$ cat config.mk
export PLATFORM = sky130hd
export DESIGN_NAME = mmcm_drp_ctrl_flat
export DESIGN_NICKNAME = d
export VERILOG_FILES = /design/src/rtl/mmcm_drp_ctrl_if.sv /design/src/rtl/mmcm_drp_ctrl.sv /design/src/flat_wrapper.sv
export SDC_FILE = /design/constraint.sdc
export NUM_CORES = 1
export LEC_CHECK = 0
export ABC_AREA = 1
export ABC_CLOCK_PERIOD_IN_PS = 2780
export BUFFER_PORTS_ARGS = -buffer_cell sky130_fd_sc_hd__buf_2
export CORE_MARGIN = 4
export CORE_UTILIZATION = 55
export DETAILED_ROUTE_END_ITERATION = 12
export GPL_TIMING_DRIVEN = 1
export PLACE_DENSITY = 0.83
export SETUP_SLACK_MARGIN = 0.05
export SYNTH_ARGS = -nofsm -noshare
export SYNTH_HDL_FRONTEND = slang
export SYNTH_SLANG_ARGS = --single-unit
$ cat constraint.sdc
create_clock -name clk -period 2.78 [get_ports clk]
set_input_delay 0.278 -clock clk [delete_from_list [all_inputs] [get_ports clk]]
set_output_delay 0.278 -clock clk [all_outputs]
set_load 0.01 [all_outputs]
$ cat src/rtl/mmcm_drp_ctrl_if.sv
// Signal bundle between top-level control, the MMCM DRP sequencer and the MMCM itself.
// master = controlling side / MMCM model, slave = the sequencer.
interface mmcm_drp_ctrl_if #(
  parameter int N_REGS = 8
);
  localparam int IDX_W = (N_REGS > 1) ? $clog2(N_REGS) : 1;
  localparam int NUM_W = $clog2(N_REGS + 1);

  logic             tbl_we;
  logic [IDX_W-1:0] tbl_idx;
  logic [6:0]       tbl_addr;
  logic [15:0]      tbl_mask;
  logic [15:0]      tbl_data;
  logic [NUM_W-1:0] num_regs;
  logic             start;
  logic             busy;
  logic             done;
  logic             err;
  logic             locked;
  logic             mmcm_rst;
  logic             mmcm_locked;
  logic [6:0]       daddr;
  logic             den;
  logic             dwe;
  logic [15:0]      di;
  logic [15:0]      drp_do;
  logic             drdy;

  modport master (
    output tbl_we, tbl_idx, tbl_addr, tbl_mask, tbl_data, num_regs, start,
    output drp_do, drdy, mmcm_locked,
    input  busy, done, err, locked, mmcm_rst, daddr, den, dwe, di
  );

  modport slave (
    input  tbl_we, tbl_idx, tbl_addr, tbl_mask, tbl_data, num_regs, start,
    input  drp_do, drdy, mmcm_locked,
    output busy, done, err, locked, mmcm_rst, daddr, den, dwe, di
  );
endinterface

$ cat src/rtl/mmcm_drp_ctrl.sv
// MMCM power-up and DRP reconfiguration sequencer: holds the MMCM in reset while
// applying a table of read-modify-write DRP updates, then releases it and waits for lock.
//
// state     | meaning
// IDLE      | locked and quiescent; accepts start and table writes
// HOLD      | MMCM held in reset for RST_HOLD cycles
// RD        | one-cycle DRP read strobe for current entry
// RD_WAIT   | waiting for read DRDY
// WR        | one-cycle DRP write strobe with merged data
// WR_WAIT   | waiting for write DRDY
// RELEASE   | MMCM reset deasserted
// WAIT_LOCK | waiting for LOCKED
module mmcm_drp_ctrl #(
  parameter int N_REGS       = 8,
  parameter int RST_HOLD     = 16,
  parameter int DRDY_TIMEOUT = 63,
  parameter int LOCK_TIMEOUT = 65535
) (
  input  logic           clk,
  input  logic           rst_n,
  mmcm_drp_ctrl_if.slave bus
);
  localparam int IDX_W   = (N_REGS > 1) ? $clog2(N_REGS) : 1;
  localparam int NUM_W   = $clog2(N_REGS + 1);
  localparam int TMR_MX1 = (RST_HOLD > DRDY_TIMEOUT) ? RST_HOLD : DRDY_TIMEOUT;
  localparam int TMR_MAX = (TMR_MX1 > LOCK_TIMEOUT) ? TMR_MX1 : LOCK_TIMEOUT;
  localparam int TMR_W   = $clog2(TMR_MAX + 1);
  localparam logic [TMR_W-1:0] HOLD_TC = TMR_W'(RST_HOLD - 1);
  localparam logic [TMR_W-1:0] DRDY_TC = TMR_W'(DRDY_TIMEOUT - 1);
  localparam logic [TMR_W-1:0] LOCK_TC = TMR_W'(LOCK_TIMEOUT - 1);
  localparam logic [NUM_W-1:0] NUM_MAX = NUM_W'(N_REGS);

  typedef enum logic [2:0] {
    IDLE, HOLD, RD, RD_WAIT, WR, WR_WAIT, RELEASE, WAIT_LOCK
  } state_t;

  state_t           state, state_nxt;
  logic [TMR_W-1:0] tmr;
  logic [NUM_W-1:0] ptr, ptr_nxt;
  logic [NUM_W-1:0] num, num_nxt;
  logic [NUM_W-1:0] num_clip;
  logic [IDX_W-1:0] cur_idx, nxt_idx;
  logic             err_set, err_clr;
  logic [15:0]      rmw;

  logic [6:0]       tbl_addr [N_REGS];
  logic [15:0]      tbl_mask [N_REGS];
  logic [15:0]      tbl_data [N_REGS];

  logic             mmcm_rst_q, busy_q, done_q, err_q, locked_q, den_q, dwe_q;
  logic [6:0]       daddr_q;
  logic [15:0]      di_q;

  assign cur_idx  = ptr[IDX_W-1:0];
  assign nxt_idx  = ptr_nxt[IDX_W-1:0];
  assign num_clip = (bus.num_regs > NUM_MAX) ? NUM_MAX : bus.num_regs;
  // mask bit 1 keeps the MMCM's current bit, 0 takes the table bit
  assign rmw      = (bus.drp_do & tbl_mask[cur_idx]) | (tbl_data[cur_idx] & ~tbl_mask[cur_idx]);

  always_ff @(posedge clk or negedge rst_n) begin
    if (!rst_n) begin
      for (int i = 0; i < N_REGS; i++) begin
        tbl_addr[i] <= '0;
        tbl_mask[i] <= '0;
        tbl_data[i] <= '0;
      end
    end else if (bus.tbl_we && state == IDLE) begin
      tbl_addr[bus.tbl_idx] <= bus.tbl_addr;
      tbl_mask[bus.tbl_idx] <= bus.tbl_mask;
      tbl_data[bus.tbl_idx] <= bus.tbl_data;
    end
  end

  always_comb begin
    state_nxt = state;
    ptr_nxt   = ptr;
    num_nxt   = num;
    err_set   = 1'b0;
    err_clr   = 1'b0;
    case (state)
      IDLE: begin
        if (bus.start) begin
          state_nxt = HOLD;
          num_nxt   = num_clip;
          ptr_nxt   = '0;
          err_clr   = 1'b1;
        end else if (!bus.mmcm_locked) begin
          state_nxt = HOLD;
          num_nxt   = '0;
          ptr_nxt   = '0;
        end
      end
      HOLD: if (tmr == HOLD_TC) state_nxt = (ptr < num) ? RD : RELEASE;
      RD:   state_nxt = RD_WAIT;
      RD_WAIT: begin
        if (bus.drdy) begin
          state_nxt = WR;
        end else if (tmr == DRDY_TC) begin
          state_nxt = HOLD;
          err_set   = 1'b1;
          num_nxt   = '0;
          ptr_nxt   = '0;
        end
      end
      WR:   state_nxt = WR_WAIT;
      WR_WAIT: begin
        if (bus.drdy) begin
          ptr_nxt   = ptr + 1'b1;
          state_nxt = (ptr_nxt == num) ? RELEASE : RD;
        end else if (tmr == DRDY_TC) begin
          state_nxt = HOLD;
          err_set   = 1'b1;
          num_nxt   = '0;
          ptr_nxt   = '0;
        end
      end
      RELEASE: state_nxt = WAIT_LOCK;
      WAIT_LOCK: begin
        if (bus.mmcm_locked) begin
          state_nxt = IDLE;
        end else if (tmr == LOCK_TC) begin
          state_nxt = HOLD;
          err_set   = 1'b1;
          num_nxt   = '0;
          ptr_nxt   = '0;
        end
      end
      default: state_nxt = HOLD;
    endcase
  end

  always_ff @(posedge clk or negedge rst_n) begin
    if (!rst_n) begin
      state      <= HOLD;
      tmr        <= '0;
      ptr        <= '0;
      num        <= '0;
      mmcm_rst_q <= 1'b1;
      busy_q     <= 1'b1;
      done_q     <= 1'b0;
      err_q      <= 1'b0;
      locked_q   <= 1'b0;
      den_q      <= 1'b0;
      dwe_q      <= 1'b0;
      daddr_q    <= '0;
      di_q       <= '0;
    end else begin
      state <= state_nxt;
      ptr   <= ptr_nxt;
      num   <= num_nxt;
      if (state_nxt != state) tmr <= '0;
      else if (state != IDLE) tmr <= tmr + 1'b1;
      mmcm_rst_q <= (state_nxt == HOLD) || (state_nxt == RD) || (state_nxt == RD_WAIT) ||
                    (state_nxt == WR) || (state_nxt == WR_WAIT);
      busy_q     <= (state_nxt != IDLE);
      done_q     <= (state == WAIT_LOCK) && (state_nxt == IDLE);
      if (err_set) err_q <= 1'b1;
      else if (err_clr) err_q <= 1'b0;
      locked_q   <= (state == IDLE) && (state_nxt == IDLE) && bus.mmcm_locked;
      den_q      <= (state_nxt == RD) || (state_nxt == WR);
      dwe_q      <= (state_nxt == WR);
      if (state_nxt == RD) daddr_q <= tbl_addr[nxt_idx];
      if (state == RD_WAIT && bus.drdy) di_q <= rmw;
    end
  end

  assign bus.mmcm_rst = mmcm_rst_q;
  assign bus.busy     = busy_q;
  assign bus.done     = done_q;
  assign bus.err      = err_q;
  // gated with the raw LOCKED so a lock loss shows up in the same cycle
  assign bus.locked   = locked_q & bus.mmcm_locked;
  assign bus.den      = den_q;
  assign bus.dwe      = dwe_q;
  assign bus.daddr    = daddr_q;
  assign bus.di       = di_q;
endmodule
$ cat src/flat_wrapper.sv
// flat-port wrapper written by rule: the top's interface ports become plain ports
module mmcm_drp_ctrl_flat 
#(
  parameter int N_REGS       = 8,
  parameter int RST_HOLD     = 16,
  parameter int DRDY_TIMEOUT = 63,
  parameter int LOCK_TIMEOUT = 65535
)
  (clk, rst_n, bus_tbl_we, bus_tbl_idx, bus_tbl_addr, bus_tbl_mask, bus_tbl_data, bus_num_regs, bus_start, bus_drp_do, bus_drdy, bus_mmcm_locked, bus_busy, bus_done, bus_err, bus_locked, bus_mmcm_rst, bus_daddr, bus_den, bus_dwe, bus_di);
  mmcm_drp_ctrl_if #(.N_REGS(N_REGS)) bus_i ();
  input  logic clk;
  input  logic rst_n;
  input wire logic [$bits(bus_i.tbl_we)-1:0] bus_tbl_we;
  input wire logic [$bits(bus_i.tbl_idx)-1:0] bus_tbl_idx;
  input wire logic [$bits(bus_i.tbl_addr)-1:0] bus_tbl_addr;
  input wire logic [$bits(bus_i.tbl_mask)-1:0] bus_tbl_mask;
  input wire logic [$bits(bus_i.tbl_data)-1:0] bus_tbl_data;
  input wire logic [$bits(bus_i.num_regs)-1:0] bus_num_regs;
  input wire logic [$bits(bus_i.start)-1:0] bus_start;
  input wire logic [$bits(bus_i.drp_do)-1:0] bus_drp_do;
  input wire logic [$bits(bus_i.drdy)-1:0] bus_drdy;
  input wire logic [$bits(bus_i.mmcm_locked)-1:0] bus_mmcm_locked;
  output wire logic [$bits(bus_i.busy)-1:0] bus_busy;
  output wire logic [$bits(bus_i.done)-1:0] bus_done;
  output wire logic [$bits(bus_i.err)-1:0] bus_err;
  output wire logic [$bits(bus_i.locked)-1:0] bus_locked;
  output wire logic [$bits(bus_i.mmcm_rst)-1:0] bus_mmcm_rst;
  output wire logic [$bits(bus_i.daddr)-1:0] bus_daddr;
  output wire logic [$bits(bus_i.den)-1:0] bus_den;
  output wire logic [$bits(bus_i.dwe)-1:0] bus_dwe;
  output wire logic [$bits(bus_i.di)-1:0] bus_di;
  assign bus_i.tbl_we = bus_tbl_we;
  assign bus_i.tbl_idx = bus_tbl_idx;
  assign bus_i.tbl_addr = bus_tbl_addr;
  assign bus_i.tbl_mask = bus_tbl_mask;
  assign bus_i.tbl_data = bus_tbl_data;
  assign bus_i.num_regs = bus_num_regs;
  assign bus_i.start = bus_start;
  assign bus_i.drp_do = bus_drp_do;
  assign bus_i.drdy = bus_drdy;
  assign bus_i.mmcm_locked = bus_mmcm_locked;
  assign bus_busy = bus_i.busy;
  assign bus_done = bus_i.done;
  assign bus_err = bus_i.err;
  assign bus_locked = bus_i.locked;
  assign bus_mmcm_rst = bus_i.mmcm_rst;
  assign bus_daddr = bus_i.daddr;
  assign bus_den = bus_i.den;
  assign bus_dwe = bus_i.dwe;
  assign bus_di = bus_i.di;
  mmcm_drp_ctrl #(.N_REGS(N_REGS), .RST_HOLD(RST_HOLD), .DRDY_TIMEOUT(DRDY_TIMEOUT), .LOCK_TIMEOUT(LOCK_TIMEOUT)) u_core (.clk(clk), .rst_n(rst_n), .bus(bus_i));
endmodule
==> flow_summary.toml <==
[floorplan]
die_h_um = 186.8
start_util_pct = 55.73
num_rows = 65
dieArea_um2 = 34900
die_w_um = 186.8
core_um2 = 31560
ios = 98

[detailed_routing]
routed.top_layer = "met5"
via_per_inst = 5.783
post-route-drc-count = 0
dr_wl_met3_um = 3696
drtIter0Drc = 1483
dr_wl_met2_um = 22590
final_antenna_net_count = 0
dr.pass1.iters = 6
num_vias = 14870
wirelength_um = 46270
wl_met1_um = 18940
routedWlPerCell_um = 18.00

[synth]
syn_area_um2 = 17590
synth_area_per_cell_um2 = 8.418
synth_fp_nets = 2164
seq_area_frac_synth_pct = 52.53
yosysUniqueCellTypes = 42
yosysWarnings = 0
synthCells = 2089
synth_largest_area_cell = "dfrtp_1"
ys_ff_latch = 369
synth_area_leaders = "dfrtp_1, o21ai_0, nand2_1"
synth.top_cell.area_share_pct = 52.08

[worst_setup_path]
cp.required_ns = 3.17
slowest_stage = "dfrtp_4"
cp.arrival_ns = 2.79
crit_top_cell = "nand2_1"
endpoint_kind = "register"
slowest_delay_ns = 0.52
timing.setup.critical_path_class = "reg2reg"
cp_max_fo = 16
start_kind = "register"
critical_path.cell_chain = "ha_1 > or2_2 > nand2_1 > xor2_1 > inv_1 > nand4_1 > nand2_1 > nand2_1 > nand3_1 > nor2_2 > nand2_1 > nand3_4 > nor2_1"

[cts]
cts.sink_count = 369
cts_root_buf = "clkbuf_16"
cts.htree.levels = 2
cts_tree = "yes"
post_cts_resize_count = 0
hold_buffers = 11
cts_buffer_depth = 3
cts_buffers = 39
post_cts_buffers = 0
clk_pin_slew_ns = 0.06
clkLatencyLatePin_ns = 0.54

[pwr]
switchingPower_mw = 6.407
peakVddDrop_mv = 0.5910
p_clk_share_pct = 28.0
p_leak_nw = 9.377
powerDensity_nw_per_um2 = 975.1
p_int_mw = 13.09
power_frac_seq_pct = 45.2
p_sw_share_pct = 32.86
combPwrFrac_pct = 26.8

[sta]
worst_slew_pin_slew_ns = 0.8022
rsz0062_at_grt = "no"
fin_setup_tns_ns = 0
final.min_clock_period_ns = 2.395
finalClockSkew_ns = 0.01729
slew_violations = 0
setup_violations = 0
layout_setup_ws_ns = 0.3850
fmax_mhz = 417.5
post-route-period-util_pct = 86.15
relSlewSlack_pct = 46.12
hold_viol_final = 0

[hold_path]
min_path_type = "in2reg"

[layout]
final_common_cell = "nand2_1"
layout_common_cells = "nand2_1, dfrtp_1, o21ai_0"
stdcell_count = 2571
nets = 2216
synthToLayoutAreaGrowth_pct = 13.72
layout-drive-gt1-share_pct = 14.30

[global_route]
overflow = 0
grt_pass1_vias = 14830
grt_pass1_wl_um = 75580
grt_usage_pct = 26.01
grt_max_degree = 168
antenna_found_initial = 2

[place]
dp_hpwl_um = 28050
place_ws_ns = 0.3910
routabilityCongestion = 0.8640
numPortBuffers = 97
dpl.cell_count = 2491

[run]
maxCapViolations = 0

[status]
status = "complete, no violations"
-- metrics by stage --
step,power (mW),area [µm²],utilization (%),hold WS [ns]
floorplan,12.29,17590,-,-0.01759
global placement,13.56,18540,58.76,0.3032
detailed placement,13.94,18540,58.76,0.3043
CTS,19.55,20000,63.37,0.004230
global route,20.77,20000,63.38,0.02974
finish,19.50,20000,63.38,0.01974
-- path summary, 6_finish.rpt --
kind / startpoint / end / slack (ns) / cells past startpoint
setup / recovery: u_core.ptr[0]$_DFF_PN0_ / u_core.tmr[2]$_DFFE_PN0P_ / 0.38 / 13
hold / removal: bus_tbl_mask[13] / u_core.tbl_mask[45]$_DFFE_PN0P_ / 0.02 / 3
max in group asynchronous: rst_n / u_core.tbl_data[37]$_DFFE_PN0P_ / 1.65 / 3
min in group asynchronous: rst_n / u_core.tmr[11]$_DFFE_PN0P_ / 0.32 / 2
hold reg to reg: u_core.tbl_mask[52]$_DFFE_PN0P_ / u_core.tbl_mask[52]$_DFFE_PN0P_ / 0.48 / 2
setup reg to reg: u_core.ptr[0]$_DFF_PN0_ / u_core.tmr[2]$_DFFE_PN0P_ / 0.38 / 13
-- per-layer routing --
metal	GRT usage (%)	vias up
met5	0	-
met4	8.504	2
met3	4.685	75
met2	42.84	652
met1	35.36	7209
li1	-	6930
-- layout make-up --
class,instances,area (µm²)
flip-flops and latches,369,9245
clock buffers,55,1126
diodes,1,2.502
clock inverters,13,219.0
repair buffers,145,1134
inverters,233,874.6
well taps,402,503.0
multi-input cells,1353,6895
fillers,2542,11560
-- kinds of logic after synthesis --
family	synth area share (%)
adder cells (fa/ha/maj)	0.4980
multiplexers	3.202
AND/OR/NAND/NOR	17.48
XOR/XNOR	0.6475
flip-flops	52.53
buffers and inverters	8.517
AO/OA/AOI/OAI	17.13
-- worst max-delay path, delay by kind of cell, from the launching register on --
kind / cells / cell delay [ns]
xor gates and xnor gates: 1 / 0.15
buffers and inverters: 1 / 0.05
and+or+nand+nor: 10 / 1.33
DFF: 1 / 0.52
adders and majority gates: 1 / 0.22
-- sequential cells by signal, summed over array words and instances, names as in the netlist --
name and count:
u_core.bus.err 1, u_core.bus.di 16, u_core.state 3, u_core.bus.daddr 7, u_core.tbl_mask 128, u_core.tbl_addr 56
u_core.bus.busy 1, u_core.locked_q 1, u_core.bus.den 1, u_core.bus.dwe 1, u_core.bus.done 1, u_core.bus.mmcm_rst 1
u_core.num 4, u_core.tbl_data 128, u_core.tmr 16, u_core.ptr 4
-- power by group through the flow --
stage | Combinational, mW | Sequential, mW | Clock, mW
after floorplan | 3.67 | 8.61 | 0
after global placement | 4.86 | 8.70 | 0
after detailed placement | 5.10 | 8.84 | 0
after CTS | 5.23 | 8.78 | 5.54
after global routing | 5.96 | 9.02 | 5.78
final | 5.23 | 8.82 | 5.46
-- synth_stat cells, drive strengths merged --
library cell  instances
nand2               373
dfrtp               366
o21ai               353
inv                 233
a21oi               202
nor2                190
nand3                85
clkbuf               74
buf                  60
mux2                 50
nand4                35
o31ai                11
xor2                 10
a211oi                7
ha                    7
nor3                  7
o211ai                7
nor4                  6
dfstp                 3
xnor2                 3
o22ai                 2
a31oi                 1
o21a                  1
o21bai                1
o221ai                1
or2                   1
No activity file was read; power rests on OpenSTA's default activity.
